`src/rtl/hazard_pkg.sv`:
```
// Shared types and constants for the pipeline hazard controller.
package hazard_pkg;

  typedef enum logic [1:0] {
    FWD_RF  = 2'b00,
    FWD_WB  = 2'b01,
    FWD_MEM = 2'b10
  } fwd_sel_t;

  typedef enum logic [1:0] {
    RUN      = 2'b00,
    MEM_WAIT = 2'b01,
    ERROR    = 2'b10
  } hz_state_t;

  localparam logic [1:0] RESULT_LOAD = 2'b01;

  // Memory-stage producer wins over writeback; x0 is never forwarded.
  function automatic fwd_sel_t fwd_select(
    input logic [4:0] rs,
    input logic [4:0] rd_m,
    input logic       we_m,
    input logic [4:0] rd_w,
    input logic       we_w
  );
    if (we_m && (rd_m != 5'd0) && (rd_m == rs)) begin
      return FWD_MEM;
    end else if (we_w && (rd_w != 5'd0) && (rd_w == rs)) begin
      return FWD_WB;
    end else begin
      return FWD_RF;
    end
  endfunction

endpackage

```
`src/rtl/sat_counter.sv`:
```
// Saturating up-counter with synchronous active-high reset.
module sat_counter #(
  parameter int unsigned WIDTH = 32
) (
  input  logic             clk,
  input  logic             rst,
  input  logic             inc,
  output logic [WIDTH-1:0] count
);

  logic [WIDTH-1:0] count_q;

  always_ff @(posedge clk) begin
    if (rst) begin
      count_q <= '0;
    end else if (inc && (count_q != '1)) begin
      count_q <= count_q + WIDTH'(1);
    end
  end

  assign count = count_q;

endmodule

```
`src/rtl/hazard_ctrl.sv`:
```
// Pipeline hazard control: operand forwarding, load-use/redirect/memory-wait
// stall and flush generation, memory timeout FSM and performance counters.
module hazard_ctrl
  import hazard_pkg::*;
#(
  parameter int unsigned MAX_WAIT = 16,
  parameter int unsigned CNT_W    = 32
) (
  input  logic             clk,
  input  logic             rst,
  input  logic [4:0]       rs1_d,
  input  logic [4:0]       rs2_d,
  input  logic [4:0]       rs1_e,
  input  logic [4:0]       rs2_e,
  input  logic [4:0]       rd_e,
  input  logic [1:0]       ResultSrc_e,
  input  logic             PCSrc_e,
  input  logic [4:0]       rd_m,
  input  logic             RegWrite_m,
  input  logic [4:0]       rd_w,
  input  logic             RegWrite_w,
  input  logic             mem_req_m,
  input  logic             mem_ready,
  output logic [1:0]       ForwardA_e,
  output logic [1:0]       ForwardB_e,
  output logic             stall_f,
  output logic             stall_d,
  output logic             stall_e,
  output logic             stall_m,
  output logic             flush_d,
  output logic             flush_e,
  output logic             mem_timeout,
  output logic [CNT_W-1:0] stall_cycles,
  output logic [CNT_W-1:0] flush_events
);

  localparam logic [7:0] WaitLast = 8'(MAX_WAIT - 1);

  hz_state_t  state_q, state_d;
  logic [7:0] wait_cnt_q, wait_cnt_d;
  logic       timeout_q, timeout_d;

  logic lw_stall;
  logic mem_stall;

  assign lw_stall = (ResultSrc_e == RESULT_LOAD) && (rd_e != 5'd0) &&
                    ((rd_e == rs1_d) || (rd_e == rs2_d));

  assign mem_stall = (((state_q == RUN) || (state_q == MEM_WAIT)) && mem_req_m && !mem_ready) ||
                     (state_q == ERROR);

  always_comb begin
    state_d    = state_q;
    wait_cnt_d = wait_cnt_q;
    timeout_d  = timeout_q;
    unique case (state_q)
      RUN: begin
        if (mem_req_m && !mem_ready) begin
          state_d    = MEM_WAIT;
          wait_cnt_d = 8'd1;
        end
      end
      MEM_WAIT: begin
        if (mem_ready) begin
          state_d    = RUN;
          wait_cnt_d = 8'd0;
        end else if (wait_cnt_q == WaitLast) begin
          state_d   = ERROR;
          timeout_d = 1'b1;
        end else begin
          wait_cnt_d = wait_cnt_q + 8'd1;
        end
      end
      ERROR: begin
        // Terminal until reset; mem_ready is deliberately ignored here.
      end
      default: begin
        state_d    = RUN;
        wait_cnt_d = 8'd0;
      end
    endcase
  end

  always_ff @(posedge clk) begin
    if (rst) begin
      state_q    <= RUN;
      wait_cnt_q <= 8'd0;
      timeout_q  <= 1'b0;
    end else begin
      state_q    <= state_d;
      wait_cnt_q <= wait_cnt_d;
      timeout_q  <= timeout_d;
    end
  end

  always_comb begin
    ForwardA_e = FWD_RF;
    ForwardB_e = FWD_RF;
    stall_f    = 1'b0;
    stall_d    = 1'b0;
    stall_e    = 1'b0;
    stall_m    = 1'b0;
    flush_d    = 1'b0;
    flush_e    = 1'b0;
    if (rst) begin
      flush_d = 1'b1;
      flush_e = 1'b1;
    end else begin
      ForwardA_e = fwd_select(rs1_e, rd_m, RegWrite_m, rd_w, RegWrite_w);
      ForwardB_e = fwd_select(rs2_e, rd_m, RegWrite_m, rd_w, RegWrite_w);
      if (mem_stall) begin
        // Redirect is held off until E unfreezes.
        stall_f = 1'b1;
        stall_d = 1'b1;
        stall_e = 1'b1;
        stall_m = 1'b1;
      end else if (PCSrc_e) begin
        flush_d = 1'b1;
        flush_e = 1'b1;
      end else if (lw_stall) begin
        stall_f = 1'b1;
        stall_d = 1'b1;
        flush_e = 1'b1;
      end
    end
  end

  assign mem_timeout = timeout_q;

  sat_counter #(
    .WIDTH (CNT_W)
  ) u_stall_cnt (
    .clk   (clk),
    .rst   (rst),
    .inc   (stall_f),
    .count (stall_cycles)
  );

  sat_counter #(
    .WIDTH (CNT_W)
  ) u_flush_cnt (
    .clk   (clk),
    .rst   (rst),
    .inc   (flush_d),
    .count (flush_events)
  );

endmodule

```
`config.mk`:
```
export PLATFORM = sky130hd
export DESIGN_NAME = hazard_ctrl
export DESIGN_NICKNAME = d
export VERILOG_FILES = /design/src/rtl/hazard_pkg.sv /design/src/rtl/sat_counter.sv /design/src/rtl/hazard_ctrl.sv
export SDC_FILE = /design/constraint.sdc
export NUM_CORES = 1
export LEC_CHECK = 0
export ABC_AREA = 1
export BUFFER_PORTS_ARGS = -buffer_cell sky130_fd_sc_hd__buf_2
export CAP_MARGIN = 20
export CORE_ASPECT_RATIO = 0.8
export CORE_UTILIZATION = 30
export DETAILED_ROUTE_END_ITERATION = 12
export GPL_TIMING_DRIVEN = 0
export PLACE_DENSITY = 0.51
export SLEW_MARGIN = 20
export SYNTH_ARGS = -nofsm -noshare
export SYNTH_HDL_FRONTEND = slang
export SYNTH_SLANG_ARGS = --single-unit
```
`constraint.sdc`:
```
create_clock -name clk -period 2.23 [get_ports clk]
set_input_delay 0.223 -clock clk [delete_from_list [all_inputs] [get_ports clk]]
set_output_delay 0.223 -clock clk [all_outputs]
set_load 0.1 [all_outputs]
```
==> results of run 1 <==
-- power by group through the flow --
stage | sequential, W | clock, W | combinational [W]
global placement | 0.00146 | 0 | 0.000726
floorplan | 0.00168 | 0 | 0.000324
detailed placement | 0.00146 | 0 | 0.000729
finish | 0.00143 | 0.00174 | 0.000732
CTS | 0.00143 | 0.00178 | 0.000734
global route | 0.00144 | 0.00184 | 0.000798
-- flip-flops by register name, summed over array words and instances (netlist names) --
| name | count |
|---|---|
| wait_cnt_q | 8 |
| state_q | 2 |
| u_stall_cnt.count | 32 |
| u_flush_cnt.count | 32 |
| mem_timeout | 1 |
-- stage by stage --
stage                     TNS (ns)  power (W)
after detailed placement   -0.0323    0.00219
after floorplan             -0.127    0.00201
final                            0    0.00390
after CTS                        0    0.00395
after global placement     -0.0264    0.00219
after global routing             0    0.00407
-- kinds of logic after synthesis --
logic type,Yosys count
compound gates,54
xor+xnor,59
buf+inv,145
fa+ha+maj,3
simple gates,570
flops,75
-- final timing paths --
path / startpoint / to / cells after the start
worst min register to register: u_flush_cnt.count[20] / u_flush_cnt.count[20] / 2
worst max-delay path: state_q[1] / flush_e / 10
worst max register to register: u_stall_cnt.count[0] / u_stall_cnt.count[26] / 11
worst min-delay path: mem_ready / wait_cnt_q[6] / 4
-- cell usage in the layout, fill, tap and decap left out, types with 4 or more instances in the layout --
master and count:
a21oi_1 15, a21oi_2 20, buf_2 119, buf_4 7, buf_6 7, clkbuf_1 7, clkbuf_16 9, dfxtp_1 63
dfxtp_2 12, inv_1 104, inv_2 13, nand2_1 284, nand2_2 28, nand3_1 25, nand4_1 26, nor2_1 161
nor2_2 6, nor3_1 14, nor3b_1 5, nor4_1 4, o21ai_0 11, xnor2_1 13, xor2_1 46
-- worst min-delay path: cells and delay by family --
| family | cells | cell delay (ns) |
|---|---|---|
| AO/OA/AOI/OAI | 1 | 0.05 |
| AND/OR/NAND/NOR | 2 | 0.09 |
| buffers and inverters | 1 | 0.10 |
-- metal layers --
layer	routed length (um)	vias up	share of wire [%]
met5	0	-	0
met4	149	0	0.86
met3	1030	12	6.0
met2	6940	161	40
met1	9210	2558	53
li1	-	3046	-
-- timing repair --
action | in CTS | in global routing
endpoints found under the setup margin | 3 | 11
buffers inserted | 0 | 0
hold buffers | 0 | 0
pin swaps | 0 | 0
resized for setup | 4 | 6
-- area by class of cell --
type	count	area [um^2]	share of cell area, %
clock inverter	5	100	1.47
multi-input combinational	686	3400	49.9
inverter	119	450	6.62
sequential	75	1520	22.3
tap	230	288	4.23
timing repair buffer	117	601	8.82
buffer	26	213	3.12
clock buffer	11	243	3.56
==> qor.csv, run 1 <==
stage,metric,value,unit
status,status,"complete, no violations",
route,Vias,5777,
hold_path,Worst Hold Class,primary input to flop,
logic_synthesis,xor/xnor cell area share of the yosys netlist,9.34,%
setup_path,Reg2Reg Setup Slack,0.17,ns
pwr,Clock power frac,44.6,%
placement,Placed Area,6440,um^2
clocking,clk root buf,clkbuf_16,
pwr,P_leak,3.00,nW
timing,final worst setup slack,0.159,ns
placement,dpl hpwl,13.7,mm
logic_synthesis,syn avg cell area,6.10,um^2
global_routing,routing usage on met1,27.7,%
timing,RSZ-0062 raised after global routing,no,
global_routing,met2 Use GR,27.6,%
pwr,PwrDens,573,nW/um^2
logic_synthesis,top-count cell post-synth,nand2_1,
setup_path,CP Max Fanout,10,
final_layout,Final Instance Area,6810,um^2
logic_synthesis,largest family of logic cells by synthesized area,simple AND/OR/NAND/NOR gates,
placement,GPL Wtd Cong,0.911,
route,Vias/cell,4.55,
pwr,Switching Power,0.00122,W
final_layout,proportion of layout cells with a drive suffix above 1,23.6,%
placement,Post-Place Worst Slack,-0.0323,ns
setup_path,CP peak stage delay,0.36,ns
clocking,H-tree levels,3,
logic_synthesis,Yosys warning count,0,
final_layout,Nets,1081,
timing,FMAX,483,MHz
clocking,CTS tree,built,
route,drt initial violations,485,
logic_synthesis,Synthesized Nets,953,
flow_run,Max Cap Violations,0,
setup_path,worst setup path class,flop to output pin,
pwr,Flop pwr share,36.7,%
floorplan,Die Area,19000,um^2
floorplan,die height,123,um
route,drt first pass iters,5,
route,routed wire length,17.3,mm
logic_synthesis,Post-synth EDFFs,0,
floorplan,Core Region,18100,um^2
pwr,switching power share of the total,31.3,%
setup_path,CP arrival,1.85,ns
timing,Setup-failing EPs final,0,
route,wire length per cell,13.7,um
timing,Final Hold Viols,0,
logic_synthesis,Synth Area in Adders,0.679,%
global_routing,GRT busiest layer,met1,
setup_path,Critical path buffers and inverters,5,
final_layout,P&R area growth vs syn,23.1,%
global_routing,GRT Util Overall,18.8,%
setup_path,crit-path cells,"inv_1, nand2_1, nand2_1, inv_2, nand2_1, nand2_4, inv_2, buf_2, o21ai_1, buf_6",
logic_synthesis,asr flop ratio synth,0,%
timing,post-layout minimum cycle time,2.07,ns
logic_synthesis,post-synthesis mux area share,0,%
logic_synthesis,"Primary FF master, synth",dfxtp_1,
pwr,Peak VDD IR,0.341,mV
timing,worst hold-check slack,0.172,ns
floorplan,Die Wd,154,um
global_routing,met3 usage,4.28,%
pwr,Logic pwr share,18.8,%
setup_path,critical-path cell with the highest stage delay,dfxtp_1,
clocking,CTS clock-pin slew for the worst setup and hold paths,0.06,ns
logic_synthesis,compound-gate portion of the synthesized area,6.56,%
global_routing,largest net degree at the start of global routing,13,
logic_synthesis,Area contributors post-synth,"dfxtp_1, nand2_1, nor2_1",
global_routing,first-pass GRT wire length,27.9,mm
placement,count of input and output buffers,117,
logic_synthesis,cell taking the most area after synthesis,dfxtp_1,
placement,DP Cell Count,1253,
global_routing,vias in the first global route,5225,
final_layout,fillcell total,2038,
logic_synthesis,"FF+latch count, synth",75,
floorplan,Rows,44,
setup_path,Startpoint Class,flop,
logic_synthesis,most instantiated cells after synthesis,"nand2_1, nor2_1, inv_1, dfxtp_1, xor2_1",
floorplan,initial core utilization,30.5,%
logic_synthesis,Simple-Gate Fraction of Synth Area,44.5,%
route,drt drc,0,
logic_synthesis,distinct cell type count after synthesis,40,
route,Post-DRT Antenna Nets,0,
global_routing,initial antenna violation count,0,
clocking,Max clock buf depth,2,
final_layout,Finished Core Util,37.6,%
pwr,cell-internal power,0.00268,W
global_routing,grt ovf,0,
logic_synthesis,Yosys top cell area share,27.1,%
timing,fin crit share,92.9,%
setup_path,CP required,2.01,ns
final_layout,ANT cells,0,
logic_synthesis,cells after synthesis,906,
final_layout,final cell count without fillers,1269,
clocking,clock sink count,75,
setup_path,cell mode on critical path,nand2_1,
clocking,"Clk Latency, worst-skew pair",0.35,ns
timing,relative slew slack,47.1,%
timing,worst-margin pin slew,0.794,ns
setup_path,"CP delay by family, top",buffers and inverters,
floorplan,# IOs,119,
setup_path,crit path capture type,output pin,
logic_synthesis,register area share after synthesis,27.1,%
timing,Final Max Tran Viols,0,
timing,Fin Clk Skew,0.0101,ns
logic_synthesis,synthesized area,5530,um^2
clocking,CTS buffer count,9,
Note: power is estimated with default switching activity, not from simulation.
==> run 2, diff against run 1 <==
--- a/config.mk
+++ b/config.mk
@@ -13,7 +13,7 @@
 export DETAILED_ROUTE_END_ITERATION = 12
 export GPL_TIMING_DRIVEN = 0
 export PLACE_DENSITY = 0.51
-export SLEW_MARGIN = 20
+export RECOVER_POWER = 100
 export SYNTH_ARGS = -nofsm -noshare
 export SYNTH_HDL_FRONTEND = slang
 export SYNTH_SLANG_ARGS = --single-unit
==> run 2 against run 1 <==
  * First-iteration DRC count rose by 2.1%
  * Global-route usage unchanged
  * Cell count did not move
  * Register-to-register slack barely moved
  * Die area stayed put
  * Combinational power down 2%
  * Worst hold slack lost 0.0026 ns
  * Core utilization decreased by 0.70 points
  * Non-clock buffer count unchanged
  * Sequential share of layout area increased by 0.43 points
  * Via count about the same
  * Setup slack gained 0.0011 ns
==> qor.csv, run 2 (synthesis results as in run 1) <==
stage,metric,value,unit,change
global_routing,first-pass GRT wire length,27.9,mm,unchanged
setup_path,crit-path cells,"ha_1, inv_1, nor3_4, nand2_1, nor2_4, nand2_2, nand2_2, inv_2, buf_6, buf_6, nand2_1, a21oi_2",,
timing,Fin Clk Skew,0.00900,ns,-0.00108 ns
final_layout,most frequent cells in the layout,"nand2_1, nor2_1, inv_1, clkbuf_1, dfxtp_1",,
global_routing,initial antenna violation count,0,,unchanged
timing,final worst setup slack,0.160,ns,+0.00110 ns
floorplan,die height,123,um,unchanged
pwr,Switching Power,0.00122,W,about the same
final_layout,proportion of layout cells with a drive suffix above 1,16.7,%,-6.9 points
floorplan,Die Wd,154,um,unchanged
setup_path,critical-path cell with the highest stage delay,dfxtp_2,,
hold_path,Hold EP,wait_cnt_q[6],,
final_layout,"commonest non-fill, non-tap cell in the layout",nand2_1,,
timing,setup TNS,0,ns,unchanged
pwr,Logic pwr share,18.4,%,-0.4 points
clocking,clock sink count,75,,unchanged
timing,post-layout minimum cycle time,2.07,ns,-0.00110 ns
placement,GPL Wtd Cong,0.911,,unchanged
pwr,switching power share of the total,31.3,%,+0.080 points
timing,Final Max Tran Viols,0,,unchanged
flow_run,Max Cap Violations,0,,unchanged
timing,RSZ-0062 raised after global routing,no,,
floorplan,# IOs,119,,unchanged
clocking,"Clk Latency, worst-skew pair",0.35,ns,about the same
global_routing,GRT Util Overall,18.8,%,unchanged
global_routing,vias in the first global route,5225,,unchanged
route,Vias/cell,4.55,,about the same
pwr,P_leak,2.72,nW,-9.3%
floorplan,Rows,44,,unchanged
placement,Post-Place Worst Slack,-0.0323,ns,unchanged
pwr,Clock power frac,44.7,%,about the same
floorplan,initial core utilization,30.5,%,unchanged
final_layout,P&R area growth vs syn,20.8,%,
pwr,Peak VDD IR,0.337,mV,-1.3%
setup_path,CP required,2.44,ns,+0.43 ns
status,status,"complete, no violations",,
clocking,Max clock buf depth,2,,unchanged
global_routing,grt ovf,0,,unchanged
floorplan,Core Region,18100,um^2,unchanged
route,Post-DRT Antenna Nets,0,,unchanged
hold_path,WHS Path Cells,4,,unchanged
clocking,CTS clock-pin slew for the worst setup and hold paths,0.06,ns,about the same
setup_path,worst-case reg-to-reg path depth,12,,+1
setup_path,R2R Path Start,u_flush_cnt.count[0],,
route,drt first pass iters,5,,unchanged
final_layout,fillcell total,2049,,+0.54%
clocking,# hold bufs at CTS,0,,unchanged
placement,DP Cell Count,1253,,unchanged
final_layout,final cell count without fillers,1269,,unchanged
pwr,PwrDens,582,nW/um^2,+1.6%
placement,dpl hpwl,13.7,mm,unchanged
timing,worst-margin pin slew,1.20,ns,+0.408 ns
final_layout,area of the multi-input gates,3360,um^2,-1.1%
timing,Final Hold Viols,0,,unchanged
final_layout,Nets,1081,,unchanged
setup_path,Reg-to-Reg End,u_flush_cnt.count[16],,
route,wire length per cell,13.6,um,-0.21%
setup_path,crit path capture type,flop,,
clocking,H-tree levels,3,,unchanged
timing,relative slew slack,20.2,%,-27 points
final_layout,ANT cells,0,,unchanged
setup_path,"CP delay by family, top",simple AND/OR/NAND/NOR gates,,
clocking,CTS tree,built,,
setup_path,Critical path buffers and inverters,4,,-1
hold_path,hold path startpoint,mem_ready,,
setup_path,CP peak stage delay,0.38,ns,+0.02 ns
setup_path,Startpoint Class,flop,,
route,Vias,5774,,-0.052%
placement,count of input and output buffers,117,,unchanged
clocking,clk root buf,clkbuf_16,,
timing,FMAX,483,MHz,about the same
setup_path,worst setup path class,flop to flop,,
final_layout,total area of sequential cells,1520,um^2,unchanged
floorplan,Die Area,19000,um^2,unchanged
route,routed wire length,17.3,mm,-0.21%
clocking,CTS buffer count,9,,unchanged
setup_path,CP arrival,2.28,ns,+0.43 ns
timing,fin crit share,92.8,%,about the same
route,drt drc,0,,unchanged
pwr,cell-internal power,0.00267,W,-0.46%
hold_path,Worst Hold Class,primary input to flop,,
setup_path,Reg2Reg Setup Slack,0.16,ns,about the same
final_layout,Finished Core Util,36.9,%,-0.70 points
route,drt initial violations,495,,+2.1%
setup_path,CP Max Fanout,10,,unchanged
timing,Setup-failing EPs final,0,,unchanged
pwr,Flop pwr share,36.8,%,about the same
global_routing,largest net degree at the start of global routing,13,,unchanged
[run 2: changes by cell type in the layout (fill, tap and decap cells not counted), moves of 2 or more]
cell	before	now
a21oi_1	15	23
buf_2	119	46
clkbuf_4	0	2
clkbuf_2	0	11
a21oi_2	20	12
clkbuf_1	7	69
[run 2: worst min-delay path: cells and delay by family]
kind	cells	cell delay, ns
buffers and inverters	1	0.10
and+or+nand+nor	2	0.09
AOI/OAI and AO/OA	1	0.05
[run 2: power groups by stage]
stage / Clock [W] / Sequential (W) / Combinational (W)
4_1_cts: 0.00178 / 0.00143 / 0.000734
3_3_place_gp: 0 / 0.00146 / 0.000726
6_report: 0.00174 / 0.00143 / 0.000718
2_1_floorplan: 0 / 0.00168 / 0.000324
3_5_place_dp: 0 / 0.00146 / 0.000729
5_1_grt: 0.00184 / 0.00144 / 0.000783
[run 2: final cells by class]
type	instances	share of cell area, %
plain buffers	26	3.00
clock buffers	11	3.63
clock inverters	5	1.50
inverters	119	6.74
multi-input cells	686	50.3
flip-flops and latches	75	22.7
well taps	230	4.31
repair buffers	117	7.83
[run 2: how the worst max path moves through the flow]
stage	from	to	slack, ns	cells after the start
final	u_flush_cnt.count[0]	u_flush_cnt.count[16]	0.16	12
after global routing	u_flush_cnt.count[0]	u_flush_cnt.count[21]	0.008	12
after CTS	state_q[1]	stall_f	0.03	10
after detailed placement	rd_e[4]	stall_f	-0.03	14
after global placement	rd_e[4]	stall_f	-0.03	14
after floorplan	state_q[1]	flush_e	-0.13	9
[run 2: stage by stage]
stage	hold WS, ns	area, um^2	total power, W
2_1_floorplan	0.389	5570	0.00201
3_3_place_gp	0.454	6440	0.00219
3_5_place_dp	0.468	6440	0.00219
4_1_cts	0.163	6790	0.00395
5_1_grt	0.193	6680	0.00406
6_report	0.170	6680	0.00389
[run 2: timing repair]
item                                    in CTS  in global routing
buffers inserted                             0                  0
resized for setup                            4                  6
hold endpoints to repair                     0                  0
endpoints found under the setup margin       3                 11
[run 2: per-layer routing]
layer,track usage [%],vias to the layer above,wire (um)
met5,0,-,0
met4,3.88,0,97
met3,4.28,8,989
met2,27.6,159,7010
met1,27.7,2564,9190
li1,-,3043,-
==> run 3, diff against run 2 <==
--- a/config.mk
+++ b/config.mk
@@ -8,11 +8,10 @@
 export ABC_AREA = 1
 export BUFFER_PORTS_ARGS = -buffer_cell sky130_fd_sc_hd__buf_2
 export CAP_MARGIN = 20
-export CORE_ASPECT_RATIO = 0.8
-export CORE_UTILIZATION = 30
+export CORE_UTILIZATION = 35
 export DETAILED_ROUTE_END_ITERATION = 12
 export GPL_TIMING_DRIVEN = 0
-export PLACE_DENSITY = 0.51
+export PLACE_DENSITY = 0.57
 export RECOVER_POWER = 100
 export SYNTH_ARGS = -nofsm -noshare
 export SYNTH_HDL_FRONTEND = slang
==> run 3 against run 2 <==
  * Sequential power about the same
  * Flip-flop and latch count unchanged
  * Clock skew down 0.0021 ns
  * Sequential share of layout area increased by 0.072 points
  * Via count is 1.8% lower
  * Register-to-register slack is essentially flat
  * Worst hold slack improved by 0.0014 ns
  * Clock power fell by 3%
  * Largest power group unchanged
  * Highest routed layer unchanged
==> qor.csv, run 3 (synthesis results as in run 1) <==
stage,metric,value,unit,change
status,status,"complete, no violations",,
timing,post-layout minimum cycle time,2.07,ns,+0.00470 ns
setup_path,CP peak stage delay,0.47,ns,+0.09 ns
clocking,CTS tree,built,,
clocking,Max clock buf depth,2,,unchanged
global_routing,vias in the first global route,5243,,+0.34%
route,drt initial violations,300,,-39%
floorplan,die height,128,um,+3.5%
placement,dpl hpwl,13.0,mm,-5.3%
placement,GPL Wtd Cong,0.928,,+1.8%
setup_path,CP required,2.01,ns,-0.43 ns
final_layout,P&R area growth vs syn,20.4,%,
setup_path,Critical path buffers and inverters,3,,-1
timing,Final Hold Viols,0,,unchanged
setup_path,worst setup path class,primary input to output pin,,
global_routing,GRT Util Overall,20.7,%,+1.9 points
floorplan,initial core utilization,36.1,%,+5.6 points
placement,count of input and output buffers,117,,unchanged
route,drt first pass iters,4,,-1
timing,Final Max Tran Viols,0,,unchanged
final_layout,Final Instance Area,6660,um^2,-0.32%
route,Vias/cell,4.54,,-0.29%
setup_path,Startpoint Class,primary input,,
clocking,H-tree levels,3,,unchanged
setup_path,Crit. Startpoint,rd_m[3],,
global_routing,first-pass GRT wire length,26.4,mm,-5.6%
timing,setup TNS,0,ns,unchanged
floorplan,Die Area,16300,um^2,-14%
placement,Placed Area,6420,um^2,-0.37%
setup_path,crit-path cells,"buf_2, xor2_1, or2_2, nor4_1, inv_1, nor2_2, clkbuf_2",,
timing,worst-margin pin slew,1.22,ns,+0.0213 ns
global_routing,grt ovf,0,,unchanged
final_layout,"commonest non-fill, non-tap cell in the layout",nand2_1,,
pwr,P_leak,2.72,nW,about the same
clocking,# hold bufs at CTS,0,,unchanged
route,routed wire length,16.3,mm,-5.7%
clocking,post-CTS setup buffer count,0,,unchanged
floorplan,Core Region,15300,um^2,-15%
clocking,clk root buf,clkbuf_16,,
setup_path,R2R Path Start,u_stall_cnt.count[0],,
hold_path,Worst Hold Class,primary input to flop,,
final_layout,Finished Core Util,43.5,%,+6.6 points
clocking,"Clk Latency, worst-skew pair",0.34,ns,about the same
global_routing,largest net degree at the start of global routing,14,,+1
timing,RSZ-0062 raised after global routing,no,,
final_layout,Nets,1081,,unchanged
final_layout,most frequent cells in the layout,"nand2_1, nor2_1, inv_1, clkbuf_1, dfxtp_1",,
setup_path,"CP delay by family, top",simple AND/OR/NAND/NOR gates,,
flow_run,Max Cap Violations,0,,unchanged
timing,relative slew slack,18.8,%,-1.4 points
global_routing,initial antenna violation count,0,,unchanged
floorplan,Rows,45,,+2.3%
setup_path,critical-path cell with the highest stage delay,clkbuf_2,,
pwr,PwrDens,576,nW/um^2,-1.1%
setup_path,crit path capture type,output pin,,
route,drt drc,0,,unchanged
floorplan,Die Wd,128,um,-17%
pwr,Peak VDD IR,0.391,mV,+16%
setup_path,CP arrival,1.85,ns,-0.43 ns
route,Vias,5671,,-1.8%
route,Post-DRT Antenna Nets,0,,unchanged
route,wire length per cell,13.0,um,-4.2%
final_layout,ANT cells,0,,unchanged
setup_path,CP Max Fanout,3,,-7
floorplan,# IOs,119,,unchanged
timing,Fin Clk Skew,0.00690,ns,-0.00211 ns
clocking,CTS buffer count,9,,unchanged
clocking,clock sink count,75,,unchanged
clocking,CTS clock-pin slew for the worst setup and hold paths,0.06,ns,about the same
timing,fin crit share,93.0,%,+0.21 points
timing,Setup-failing EPs final,0,,unchanged
final_layout,proportion of layout cells with a drive suffix above 1,17.2,%,+0.58 points
timing,FMAX,482,MHz,-0.23%
hold_path,hold path startpoint,mem_ready,,
run 3: cell count changes in the layout (fill, tap and decap cells not counted), sizes merged:
cell      previous run  this run
buf                 62        61
clkinv               3         4
clkinvlp             1         2
clkbuf              92        91
run 3: what timing repair did:
action / in CTS / in global routing
cloned: 0 / 0
pin swaps: 0 / 0
endpoints found under the setup margin: 2 / 14
gates resized for setup: 2 / 8
run 3: worst register-to-register path: stages (launching register included):
cell	delay, ns
dfxtp_2	0.40
ha_1	0.26
inv_2	0.07
nor2_4	0.19
nand2_2	0.12
nor2_4	0.15
nand2_2	0.08
clkbuf_2	0.23
buf_4	0.23
nand4_1	0.11
nand2_1	0.05
nor2_1	0.09
run 3: area by class of cell:
class,count,area [um^2]
buffer,26,194
clock inverter,7,116
inverter,119,450
timing repair buffer,117,517
tap,211,264
clock buffer,9,225
sequential,75,1520
multi-input combinational,686,3380
fill,1711,8650
run 3: path summary, 6_finish.rpt:
| kind | endpoint | slack [ns] | cells after the start |
|---|---|---|---|
| hold / removal | wait_cnt_q[6] | 0.17 | 4 |
| setup / recovery | ForwardB_e[1] | 0.16 | 7 |
| setup reg to reg | u_stall_cnt.count[2] | 0.17 | 11 |
| hold reg to reg | mem_timeout | 0.47 | 2 |
run 3: metrics by stage:
step | setup slack, ns | hold WS (ns) | power, W | std cells
after global placement | 0.0568 | 0.447 | 0.00218 | 1234
final | 0.156 | 0.171 | 0.00384 | 1250
after global routing | 0.00967 | 0.190 | 0.00400 | 1250
after floorplan | -0.127 | 0.389 | 0.00201 | 906
after CTS | 0.0114 | 0.166 | 0.00390 | 1250
after detailed placement | 0.0542 | 0.458 | 0.00218 | 1234
run 3: where the power goes:
part / internal, W / switching [W]
Sequential: 0.00138 / 0.0000541
Combinational: 0.000169 / 0.000542
Clock: 0.00109 / 0.000601
Total: 0.00264 / 0.00120
run 3: metal layers:
layer	up-vias	routed length, um	GRT usage, %
met5	-	0	0
met4	0	231	5.54
met3	12	448	4.26
met2	91	7790	35.2
met1	2525	7840	26.6
li1	3043	-	-
